## src/rtl/pipelined_alu_seq.sv

```systemverilog
// pipelined_alu_seq: handshaked multi-cycle ALU between register-file read and writeback.
// Single-cycle logic/arith ops, 1-bit/cycle shifter, full flag set.
// Optional shift-add multiplier (op 10) enabled by defining ALU_MUL_EN.
//
// state | meaning
// IDLE  | in_ready high, waiting for an operand bundle
// SHIFT | iterative shift, one bit per cycle until the counter expires
// MUL   | shift-add multiply, one partial product per cycle (ALU_MUL_EN only)
// DONE  | result is published on the first cycle, then held until out_ready
module pipelined_alu_seq #(
  parameter int WIDTH   = 16,
  parameter int SHAMT_W = $clog2(WIDTH) + 1
) (
  input  logic             CLK,
  input  logic             RST_N,
  input  logic             in_valid,
  output logic             in_ready,
  input  logic [3:0]       op,
  input  logic [WIDTH-1:0] a,
  input  logic [WIDTH-1:0] b,
  output logic             out_valid,
  input  logic             out_ready,
  output logic [WIDTH-1:0] result,
  output logic             flag_zero,
  output logic             flag_neg,
  output logic             flag_carry,
  output logic             flag_ovf,
  output logic             flag_illegal
);

  localparam logic [3:0] OP_ADD  = 4'd0;
  localparam logic [3:0] OP_SUB  = 4'd1;
  localparam logic [3:0] OP_OR   = 4'd2;
  localparam logic [3:0] OP_AND  = 4'd3;
  localparam logic [3:0] OP_SLL  = 4'd4;
  localparam logic [3:0] OP_SRL  = 4'd5;
  localparam logic [3:0] OP_XOR  = 4'd6;
  localparam logic [3:0] OP_ZERO = 4'd7;
  localparam logic [3:0] OP_SRA  = 4'd8;
  localparam logic [3:0] OP_SLT  = 4'd9;
`ifdef ALU_MUL_EN
  localparam logic [3:0] OP_MUL  = 4'd10;
`endif

  typedef enum logic [1:0] {
    S_IDLE  = 2'd0,
    S_SHIFT = 2'd1,
`ifdef ALU_MUL_EN
    S_MUL   = 2'd2,
`endif
    S_DONE  = 2'd3
  } state_t;

  state_t state, state_nxt;

  logic [3:0]         op_q;
  logic [WIDTH-1:0]   acc;
  logic [SHAMT_W-1:0] cnt;
  logic               carry_p, ovf_p, ill_p;
  logic               out_valid_q;

  logic               is_shift;
  logic [SHAMT_W-1:0] k;
  logic [WIDTH:0]     sum, diff;
  logic [WIDTH-1:0]   alu_res;
  logic               alu_carry, alu_ovf, alu_ill;
  logic [WIDTH-1:0]   sh_next;

`ifdef ALU_MUL_EN
  logic [2*WIDTH-1:0] mcand, prod, prod_nxt;
  logic [WIDTH-1:0]   mplier;
`endif

  assign is_shift = (op == OP_SLL) || (op == OP_SRL) || (op == OP_SRA);

  // Shift count saturates at WIDTH: larger amounts behave as a full shift-out.
  always_comb begin
    if (b >= WIDTH'(WIDTH)) k = SHAMT_W'(WIDTH);
    else                    k = SHAMT_W'(b);
  end

  // Single-cycle result and flags for the incoming bundle; shifts pass a through as the seed.
  always_comb begin
    sum       = {1'b0, a} + {1'b0, b};
    diff      = {1'b0, a} - {1'b0, b};
    alu_res   = '0;
    alu_carry = 1'b0;
    alu_ovf   = 1'b0;
    alu_ill   = 1'b0;
    case (op)
      OP_ADD: begin
        alu_res   = sum[WIDTH-1:0];
        alu_carry = sum[WIDTH];
        alu_ovf   = (a[WIDTH-1] == b[WIDTH-1]) && (sum[WIDTH-1] != a[WIDTH-1]);
      end
      OP_SUB: begin
        alu_res   = diff[WIDTH-1:0];
        alu_carry = ~diff[WIDTH];
        alu_ovf   = (a[WIDTH-1] != b[WIDTH-1]) && (diff[WIDTH-1] != a[WIDTH-1]);
      end
      OP_OR:   alu_res = a | b;
      OP_AND:  alu_res = a & b;
      OP_XOR:  alu_res = a ^ b;
      OP_ZERO: alu_res = '0;
      OP_SLT:  alu_res = {{(WIDTH-1){1'b0}}, ($signed(a) < $signed(b))};
      OP_SLL, OP_SRL, OP_SRA: alu_res = a;
`ifdef ALU_MUL_EN
      OP_MUL:  alu_res = '0;
`endif
      default: alu_ill = 1'b1;
    endcase
  end

  // One-bit shift step on the working value.
  always_comb begin
    case (op_q)
      OP_SLL:  sh_next = {acc[WIDTH-2:0], 1'b0};
      OP_SRL:  sh_next = {1'b0, acc[WIDTH-1:1]};
      default: sh_next = {acc[WIDTH-1], acc[WIDTH-1:1]};
    endcase
  end

`ifdef ALU_MUL_EN
  // Add the shifted multiplicand when the current multiplier bit is set.
  always_comb begin
    prod_nxt = mplier[0] ? (prod + mcand) : prod;
  end
`endif

  // State register.
  always_ff @(posedge CLK) begin
    if (!RST_N) state <= S_IDLE;
    else        state <= state_nxt;
  end

  // Next-state logic.
  always_comb begin
    state_nxt = state;
    case (state)
      S_IDLE: begin
        if (in_valid) begin
`ifdef ALU_MUL_EN
          if (op == OP_MUL)                   state_nxt = S_MUL;
          else
`endif
          if (is_shift && (k != '0))          state_nxt = S_SHIFT;
          else                                state_nxt = S_DONE;
        end
      end
      S_SHIFT: if (cnt == SHAMT_W'(1)) state_nxt = S_DONE;
`ifdef ALU_MUL_EN
      S_MUL:   if (cnt == SHAMT_W'(1)) state_nxt = S_DONE;
`endif
      S_DONE:  if (out_valid_q && out_ready) state_nxt = S_IDLE;
      default: state_nxt = S_IDLE;
    endcase
  end

  // Handshake outputs.
  always_comb begin
    in_ready  = (state == S_IDLE);
    out_valid = out_valid_q;
  end

  // Datapath: latch on accept, iterate in SHIFT/MUL, publish and hold in DONE.
  always_ff @(posedge CLK) begin
    if (!RST_N) begin
      op_q         <= '0;
      acc          <= '0;
      cnt          <= '0;
      carry_p      <= 1'b0;
      ovf_p        <= 1'b0;
      ill_p        <= 1'b0;
      out_valid_q  <= 1'b0;
      result       <= '0;
      flag_zero    <= 1'b0;
      flag_neg     <= 1'b0;
      flag_carry   <= 1'b0;
      flag_ovf     <= 1'b0;
      flag_illegal <= 1'b0;
`ifdef ALU_MUL_EN
      mcand        <= '0;
      mplier       <= '0;
      prod         <= '0;
`endif
    end else begin
      case (state)
        S_IDLE: begin
          if (in_valid) begin
            op_q    <= op;
            acc     <= alu_res;
            carry_p <= alu_carry;
            ovf_p   <= alu_ovf;
            ill_p   <= alu_ill;
            cnt     <= k;
`ifdef ALU_MUL_EN
            mcand   <= {{WIDTH{1'b0}}, a};
            mplier  <= b;
            prod    <= '0;
            if (op == OP_MUL) cnt <= SHAMT_W'(WIDTH);
`endif
          end
        end
        S_SHIFT: begin
          acc <= sh_next;
          cnt <= cnt - SHAMT_W'(1);
        end
`ifdef ALU_MUL_EN
        S_MUL: begin
          prod    <= prod_nxt;
          mcand   <= {mcand[2*WIDTH-2:0], 1'b0};
          mplier  <= {1'b0, mplier[WIDTH-1:1]};
          cnt     <= cnt - SHAMT_W'(1);
          acc     <= prod_nxt[WIDTH-1:0];
          carry_p <= |prod_nxt[2*WIDTH-1:WIDTH];
        end
`endif
        S_DONE: begin
          if (!out_valid_q) begin
            out_valid_q  <= 1'b1;
            result       <= acc;
            flag_zero    <= (acc == '0);
            flag_neg     <= acc[WIDTH-1];
            flag_carry   <= carry_p;
            flag_ovf     <= ovf_p;
            flag_illegal <= ill_p;
          end else if (out_ready) begin
            out_valid_q  <= 1'b0;
          end
        end
        default: ;
      endcase
    end
  end

endmodule

```

## config.mk

```make
export PLATFORM = sky130hd
export DESIGN_NAME = pipelined_alu_seq
export DESIGN_NICKNAME = d
export VERILOG_FILES = /design/src/rtl/pipelined_alu_seq.sv
export SDC_FILE = /design/constraint.sdc
export NUM_CORES = 1
export LEC_CHECK = 0
export ABC_CLOCK_PERIOD_IN_PS = 3200
export CAP_MARGIN = 5
export CORE_MARGIN = 8
export CORE_UTILIZATION = 35
export DETAILED_ROUTE_END_ITERATION = 16
export HOLD_SLACK_MARGIN = 0.06
export SLEW_MARGIN = 10
export SYNTH_ARGS = -nofsm -noshare
export SYNTH_HDL_FRONTEND = slang
export SYNTH_SLANG_ARGS = --single-unit
```

## constraint.sdc

```tcl
create_clock -name CLK -period 3.2 [get_ports CLK]
set_clock_uncertainty 0.1 [all_clocks]
set_input_delay 0.64 -clock CLK [delete_from_list [all_inputs] [get_ports CLK]]
set_output_delay 0.64 -clock CLK [all_outputs]
set_load 0.02 [all_outputs]
```

==> parameters.txt, run 1 <==
Parameter                              Value

Routing
  DR WL/cell    18.1 µm
  Detailed Route WL    18,500 µm
  DRC    0
  Via density per instance    5.54
  Antenna-violating nets left    0
  Vias after detailed routing    5,677
  DR iter-0 viols    469
  First-pass iteration count of the detailed router    5

Synth
  Avg Inst Size Synth    7.49 µm²
  Register area share after synthesis    19.8%
  Proportion of register bits with asynchronous set or reset after synthesis    0%
  Synthesized netlist net count    786
  Yosys top cell by area    sky130_fd_sc_hd__dfxtp_1
  Cell area after synthesis    5140 µm²
  Synth Instances    687
  Cell types with the largest area share after synthesis    sky130_fd_sc_hd__dfxtp_1 (20%), sky130_fd_sc_hd__ha_1 (14%), sky130_fd_sc_hd__nand2_1 (6.2%), sky130_fd_sc_hd__mux2i_1 (4.7%), sky130_fd_sc_hd__o21ai_0 (4.6%)
  Flip-flop and latch count after synthesis    51
  Count of distinct cell types in the synthesized netlist    73
  Total number of yosys warnings    0
  Number of enable-type register cells in the synthesized netlist    0
  Area share of the largest cell type after synthesis    19.8%
  Top flip-flop cell by instance count after synthesis    sky130_fd_sc_hd__dfxtp_1

Layout
  Area grow syn2layout    37.7%
  Post-layout utilization of the core    49.1%
  Share of layout cells above drive strength 1    21.2%
  FF+latch area    1020 µm²
  Multi-input logic area    3890 µm²
  Layout filler cell count    1,418
  Number of nets at the end of the flow    938
  Number of antenna repair diodes    0

Worst setup path
  Worst-path maximum fanout    4
  Startpoint kind of the worst setup timing path    input pin
  Arr. time, crit path    3.18 ns
  Crit path top cell by count    sky130_fd_sc_hd__inv_1
  Startpoint-to-endpoint class of the critical path    in -> reg
  Slowest stage delay, CP    0.48 ns
  Cell at the slowest stage of the critical path    sky130_fd_sc_hd__clkdlybuf4s50_1
  Data required time at the worst endpoint    3.26 ns
  Cell breakdown of the critical path    clkdlybuf4s50_1 > inv_1 > ha_4 > inv_1 > a2111oi_4 > o21ai_2 > a2111oi_2 > nor2_1 > xnor2_1 > a221oi_1 > a31oi_1
  CP Capture Type    register

Global route
  First-pass GRT wire length    29,300 µm
  Number of antenna violations at the first check in global routing    0
  Via count of the first global-routing pass    5,616
  GR Util met2    32.9%
  Met1 routing resource usage after global routing    25.8%
  Total global routing overflow    0
  Global-route total usage across every layer    19.4%
  Most utilized layer in the global route result    met2
  Met3 Resource Use GR    1.75%
  Largest net degree at the start of global routing    52

Placement
  IO buf count    62
  DP HPWL    14,900 µm
  Gp weighted congestion    0.965

Clock tree
  Cts bufs inserted    5
  Count of buffers added by post-CTS timing repair for setup    0
  Clock-pin slew reported for the worst setup and hold paths after clock tree synthesis    0.07 ns
  TritonCTS clock tree    built
  Depth of the CTS H-tree    2
  Insertion delay of the later-clocked pin in the worst-skew pair    0.29 ns
  Buffer levels on the longest clock path    2
  CTS hold repair buffers    0
  Clk root buf    sky130_fd_sc_hd__clkbuf_16
  TritonCTS sink count    51

STA
  Slew headroom    62.4%
  Transition at the pin with the smallest max-transition slack    0.559 ns
  Shortest period the worst path allows    3.13 ns
  Unrepaired setup endpoints after global routing    true
  Highest clock rate    320 MHz
  Setup violators final    0
  Fin crit share    97.7%
  Final hold vios    0
  Max Slew Vio Count    0
  Final TNS setup    0 ns

Floorplanning
  Starting Density    35.7%
  Width of the die    137 µm
  Number of top-level pins    63
  Die Span Y    137 µm
  Standard-cell rows    44
  Total core area    14,400 µm²
  Die outline area    18,800 µm²

Power
  Highest ir drop seen on vdd    0.212 mV
  Reported leakage power    0.00299 µW
  Power Dens Cells    333 nW/µm²

Run status
  Outcome    finished, final reports clean

Job
  Max-capacitance violation count    0

Hold path
  Worst hold-check path type    reg -> reg
power by group:
part	total [µW]	switching, µW	internal [µW]
combinational	1010	542	469
clock	608	239	369
sequential	741	59.8	681
registers in the layout (all words and copies together), names as in the netlist:
name	cells
acc	16
result	16
cnt	5
op_q	4
state	2
carry_p	1
flag_carry	1
flag_illegal	1
flag_ovf	1
flag_zero	1
ill_p	1
out_valid	1
ovf_p	1
layout make-up:
type / count / area share, %
Tap cell: 184 / 3.25
Multi-Input combinational cell: 539 / 54.9
Sequential cell: 51 / 14.4
Clock buffer: 5 / 1.77
Clock inverter: 3 / 0.618
Timing Repair Buffer: 191 / 22.4
Inverter: 51 / 2.70
placed cells by master (no fill, tap or decap), types with 5 or more instances in the layout:
cell type                         count
sky130_fd_sc_hd__clkbuf_16            5
sky130_fd_sc_hd__o211ai_1             5
sky130_fd_sc_hd__dfxtp_1             51
sky130_fd_sc_hd__clkdlybuf4s50_1     60
sky130_fd_sc_hd__nor2_1              43
sky130_fd_sc_hd__and3_1               5
sky130_fd_sc_hd__a211oi_1             5
sky130_fd_sc_hd__o21ai_0             47
sky130_fd_sc_hd__inv_1               51
sky130_fd_sc_hd__nor3_1              15
sky130_fd_sc_hd__or3_1                5
sky130_fd_sc_hd__a222oi_1             5
sky130_fd_sc_hd__and2_1               5
sky130_fd_sc_hd__nor2b_1              7
sky130_fd_sc_hd__a21o_1               6
sky130_fd_sc_hd__a21boi_0            27
sky130_fd_sc_hd__mux2i_1             24
sky130_fd_sc_hd__a22o_1               6
sky130_fd_sc_hd__xnor2_1             10
sky130_fd_sc_hd__nand3_1             12
sky130_fd_sc_hd__a31oi_1             10
sky130_fd_sc_hd__o221ai_1             5
sky130_fd_sc_hd__nor4_1              12
sky130_fd_sc_hd__buf_4              129
sky130_fd_sc_hd__nand2_1             85
sky130_fd_sc_hd__nand2b_1             8
sky130_fd_sc_hd__a21oi_1             37
sky130_fd_sc_hd__a22oi_1              6
sky130_fd_sc_hd__ha_1                53
through the flow:
| step | setup WS [ns] | std cells | total power [µW] | instance area, µm² | hold WS [ns] |
|---|---|---|---|---|---|
| floorplan | 0.404 | 687 | 1280 | 5140 | 0.338 |
| global placement | -0.472 | 1016 | 1700 | 6770 | 0.355 |
| detailed placement | -0.533 | 1016 | 1710 | 6770 | 0.363 |
| CTS | 0.00920 | 1024 | 2330 | 6980 | 0.372 |
| global route | -0.0183 | 1024 | 2500 | 7090 | 0.383 |
| finish | 0.0728 | 1024 | 2360 | 7090 | 0.367 |
final timing paths:
path / start / to / slack (ns) / cells after the start
worst max-delay path: b[6] / acc[13]$_SDFFE_PN0P_ / 0.07 / 11
worst min-delay path: result[12]$_SDFFE_PN0P_ / result[12]$_SDFFE_PN0P_ / 0.37 / 2
worst max register to register: state[1]$_SDFFE_PN0P_ / acc[14]$_SDFFE_PN0P_ / 0.91 / 5
worst min register to register: result[12]$_SDFFE_PN0P_ / result[12]$_SDFFE_PN0P_ / 0.37 / 2
per-layer routing:
layer	wire, µm	part of all wire [%]
met5	0	0
met2	8750	47
met1	8410	45
met4	357	1.9
met3	996	5.4
worst max-delay path, delay by kind of cell:
kind	cells	cell delay [ns]
AOI/OAI and AO/OA	5	1.33
xor gates and xnor gates	1	0.15
buffers and inverters	3	0.66
and+or+nand+nor	1	0.11
adders and majority gates	1	0.30
synthesized netlist by cell type (all sizes together) (7+ instances only):
master	instances
o21ai	52
mux2i	24
o31ai	7
xnor2	10
dfxtp	51
nor2b	8
a21oi	40
ha	57
nand3	12
inv	51
nor2	46
buf	19
nor4	15
a21boi	27
a31oi	11
nand2b	8
nor3	16
clkbuf	27
nand2	85
cells by family (layout without fill, tap and decap cells):
| kind of cell | after synthesis | in the layout | share of synthesized area (%) |
|---|---|---|---|
| compound gates | 225 | 225 | 30.3 |
| xor+xnor | 10 | 10 | 1.70 |
| fa+ha+maj | 59 | 59 | 14.6 |
| buf+inv | 97 | 250 | 7.54 |
| flops | 51 | 51 | 19.8 |
| mux | 26 | 26 | 5.11 |
| simple gates | 219 | 219 | 20.9 |
repair_timing:
action	4_1_cts	5_1_grt
pin swaps	5	9
gates resized for setup	12	20
setup endpoints to repair	7	14
cloned	0	0
Power figures use the tool's default switching activity.
==> run 2: changes to the inputs <==
- CELL_PAD_IN_SITES_DETAIL_PLACEMENT: not set -> 1
- CELL_PAD_IN_SITES_GLOBAL_PLACEMENT: not set -> 1
- PLACE_DENSITY_LB_ADDON: not set -> 0.1
==> run 2 against run 1 <==
Effect of this change: global-route usage grew 2.4 points; power is 0.55% higher; non-clock buffer count up 5; register-to-register slack better by 0.02 ns; count of clock-buffer cells in the layout rose by 2; sequential share of layout area shrank 0.25 points; sequential cell count did not move; highest routed layer unchanged.
==> parameters.txt, run 2 (synthesis results as in run 1) <==
Parameter                              Value

Run status
  Outcome    finished, final reports clean (unchanged)

Clock tree
  Insertion delay of the later-clocked pin in the worst-skew pair    0.30 ns (was 0.29 ns)
  TritonCTS clock tree    built (unchanged)
  CTS hold repair buffers    0 (unchanged)
  Clk root buf    sky130_fd_sc_hd__clkbuf_16 (unchanged)
  Depth of the CTS H-tree    2 (unchanged)
  Cts bufs inserted    5 (unchanged)
  Buffer levels on the longest clock path    2 (unchanged)
  Clock-pin slew reported for the worst setup and hold paths after clock tree synthesis    0.07 ns (about the same)
  TritonCTS sink count    51 (unchanged)

Routing
  DR WL/cell    20.4 µm (was 18.1 µm)
  Antenna-violating nets left    0 (unchanged)
  DR iter-0 viols    338 (was 469)
  Vias after detailed routing    5,846 (was 5,677)
  Detailed Route WL    21,000 µm (was 18,500 µm)
  Via density per instance    5.68 (was 5.54)
  DRC    0 (unchanged)
  First-pass iteration count of the detailed router    5 (unchanged)

Worst setup path
  Worst-path maximum fanout    3 (was 4)
  R2R cell count    7 (was 5)
  Data required time at the worst endpoint    3.28 ns (was 3.26 ns)
  Dominant delay contributor by cell family on the critical path    compound AO/OA/AOI/OAI gates (unchanged)
  Total stage count of the critical path    13 (was 11)
  Arr. time, crit path    3.22 ns (was 3.18 ns)
  Startpoint kind of the worst setup timing path    input pin (unchanged)
  Startpoint-to-endpoint class of the critical path    in -> reg (unchanged)
  Slowest stage delay, CP    0.47 ns (was 0.48 ns)
  Buffering stage count on the worst path with inverters included    5 (was 3)
  Cell at the slowest stage of the critical path    sky130_fd_sc_hd__clkdlybuf4s50_1 (unchanged)
  Cell breakdown of the critical path    clkdlybuf4s50_1 > inv_1 > ha_4 > inv_1 > a221oi_2 > buf_4 > nor3_2 > buf_4 > a21oi_1 > nor2_1 > a211o_1 > a31oi_1 > nor2_1 (was clkdlybuf4s50_1 > inv_1 > ha_4 > inv_1 > a2111oi_4 > o21ai_2 > a2111oi_2 > nor2_1 > xnor2_1 > a221oi_1 > a31oi_1)
  CP Capture Type    register (unchanged)

STA
  Highest clock rate    319 MHz (was 320 MHz)
  Shortest period the worst path allows    3.14 ns (was 3.13 ns)
  Transition at the pin with the smallest max-transition slack    0.607 ns (was 0.559 ns)
  Setup violators final    0 (unchanged)
  Slew headroom    59.1% (was 62.4%)
  Worst setup margin    0.0622 ns (was 0.0728 ns)
  Max Slew Vio Count    0 (unchanged)
  Final hold vios    0 (unchanged)
  Fin crit share    98.1% (was 97.7%)

Layout
  Share of layout cells above drive strength 1    22.7% (was 21.2%)
  Top library cells by usage in the layout, fill and taps aside    sky130_fd_sc_hd__buf_4 (130), sky130_fd_sc_hd__nand2_1 (85), sky130_fd_sc_hd__dfxtp_1 (51) (was sky130_fd_sc_hd__buf_4 (129), sky130_fd_sc_hd__nand2_1 (85), sky130_fd_sc_hd__clkdlybuf4s50_1 (60))
  Registers with the most flip-flops    acc: 16 flops, result: 16 flops, cnt: 5 flops (unchanged)
  Post-layout utilization of the core    50.0% (was 49.1%)
  Commonest non-fill, non-tap cell in the layout    sky130_fd_sc_hd__buf_4 (unchanged)
  Number of nets at the end of the flow    943 (was 938)
  Area grow syn2layout    40.2% (was 37.7%)
  Fin area    7210 µm² (was 7090 µm²)
  Number of antenna repair diodes    0 (unchanged)

Floorplanning
  Total core area    14,400 µm² (unchanged)
  Standard-cell rows    44 (unchanged)
  Die outline area    18,800 µm² (unchanged)
  Width of the die    137 µm (unchanged)
  Die Span Y    137 µm (unchanged)
  Starting Density    35.7% (unchanged)
  Number of top-level pins    63 (unchanged)

Power
  Reported leakage power    0.00310 µW (was 0.00299 µW)
  Pwr Total    2370 µW (was 2360 µW)
  Highest ir drop seen on vdd    0.187 mV (was 0.212 mV)
  Power Dens Cells    329 nW/µm² (was 333 nW/µm²)

Hold path
  Hold path cells    2 (unchanged)
  Worst hold-check path type    reg -> reg (unchanged)

Global route
  Number of antenna violations at the first check in global routing    0 (unchanged)
  Via count of the first global-routing pass    6,040 (was 5,616)
  Global-route total usage across every layer    21.8% (was 19.4%)
  Largest net degree at the start of global routing    52 (unchanged)
  First-pass GRT wire length    32,700 µm (was 29,300 µm)
  Total global routing overflow    0 (unchanged)

Placement
  Setup slack after placement    -0.544 ns (was -0.533 ns)
  IO buf count    62 (unchanged)
  DP HPWL    16,900 µm (was 14,900 µm)
  DP Area    6810 µm² (was 6770 µm²)
  Gp weighted congestion    0.976 (was 0.965)

Job
  Max-capacitance violation count    0 (unchanged)
run 2: cell count changes in the layout (fill, tap and decap cells not counted), moves of 4 or more:
| cell | delta |
|---|---|
| sky130_fd_sc_hd__buf_6 | +4 |
| sky130_fd_sc_hd__ha_1 | -6 |
| sky130_fd_sc_hd__ha_4 | +5 |
| sky130_fd_sc_hd__dlymetal6s2s_1 | +10 |
| sky130_fd_sc_hd__clkdlybuf4s50_1 | -10 |
| sky130_fd_sc_hd__inv_2 | +5 |
| sky130_fd_sc_hd__inv_1 | -5 |
run 2: path summary, 6_finish.rpt:
kind                            endpoint  slack (ns)                    from
setup reg to reg    acc[11]$_SDFFE_PN0P_        0.93    op_q[3]$_SDFFE_PN0P_
hold / removal    result[4]$_SDFFE_PN0P_        0.36  result[4]$_SDFFE_PN0P_
setup / recovery     acc[9]$_SDFFE_PN0P_        0.06                    a[6]
hold reg to reg   result[4]$_SDFFE_PN0P_        0.36  result[4]$_SDFFE_PN0P_
run 2: power by group:
part           leakage [µW]  switching (µW)  total [µW]  internal, µW
sequential         0.000416            64.9         746           681
combinational       0.00261             568        1040           476
clock             0.0000761             250         583           333
run 2: worst reg2reg max path: stages, from the launching register on:
cell and delay (ns):
sky130_fd_sc_hd__dfxtp_1 0.35, sky130_fd_sc_hd__nor4b_4 0.50, sky130_fd_sc_hd__mux2i_1 0.24, sky130_fd_sc_hd__o21ai_0 0.24
sky130_fd_sc_hd__a221oi_1 0.30, sky130_fd_sc_hd__o21ai_0 0.14, sky130_fd_sc_hd__a21oi_1 0.23, sky130_fd_sc_hd__nor2_1 0.06
run 2: timing repair:
action	in CTS	in global routing
gates resized for setup	15	45
pin swaps	4	14
endpoints found under the setup margin	12	15
setup buffers	0	1
run 2: cell type report:
cell class	count	area, µm²
fill	1783	7210
multi-input combinational	539	3950
timing repair buffer	196	1660
sequential	51	1020
tap	184	230
inverter	51	191
clock buffer	7	153
clock inverter	1	7.51
run 2: layer usage:
metal  part of all wire [%]  track usage [%]  routed length, µm  up-vias
met2                     50             38.5              10500      137
met3                    3.9             1.93                825       28
met5                      0                0                  0        -
met4                    2.0             6.76                430        0
li1                       -                -                  -     2791
met1                     44             27.4               9310     2890
run 2: through the flow:
| stage | TNS, ns | instances | hold WS [ns] |
|---|---|---|---|
| global placement | -3.92 | 1021 | 0.350 |
| global route | -0.0132 | 1029 | 0.394 |
| floorplan | 0 | 687 | 0.338 |
| finish | 0 | 1029 | 0.362 |
| CTS | 0 | 1029 | 0.367 |
| detailed placement | -5.26 | 1021 | 0.357 |
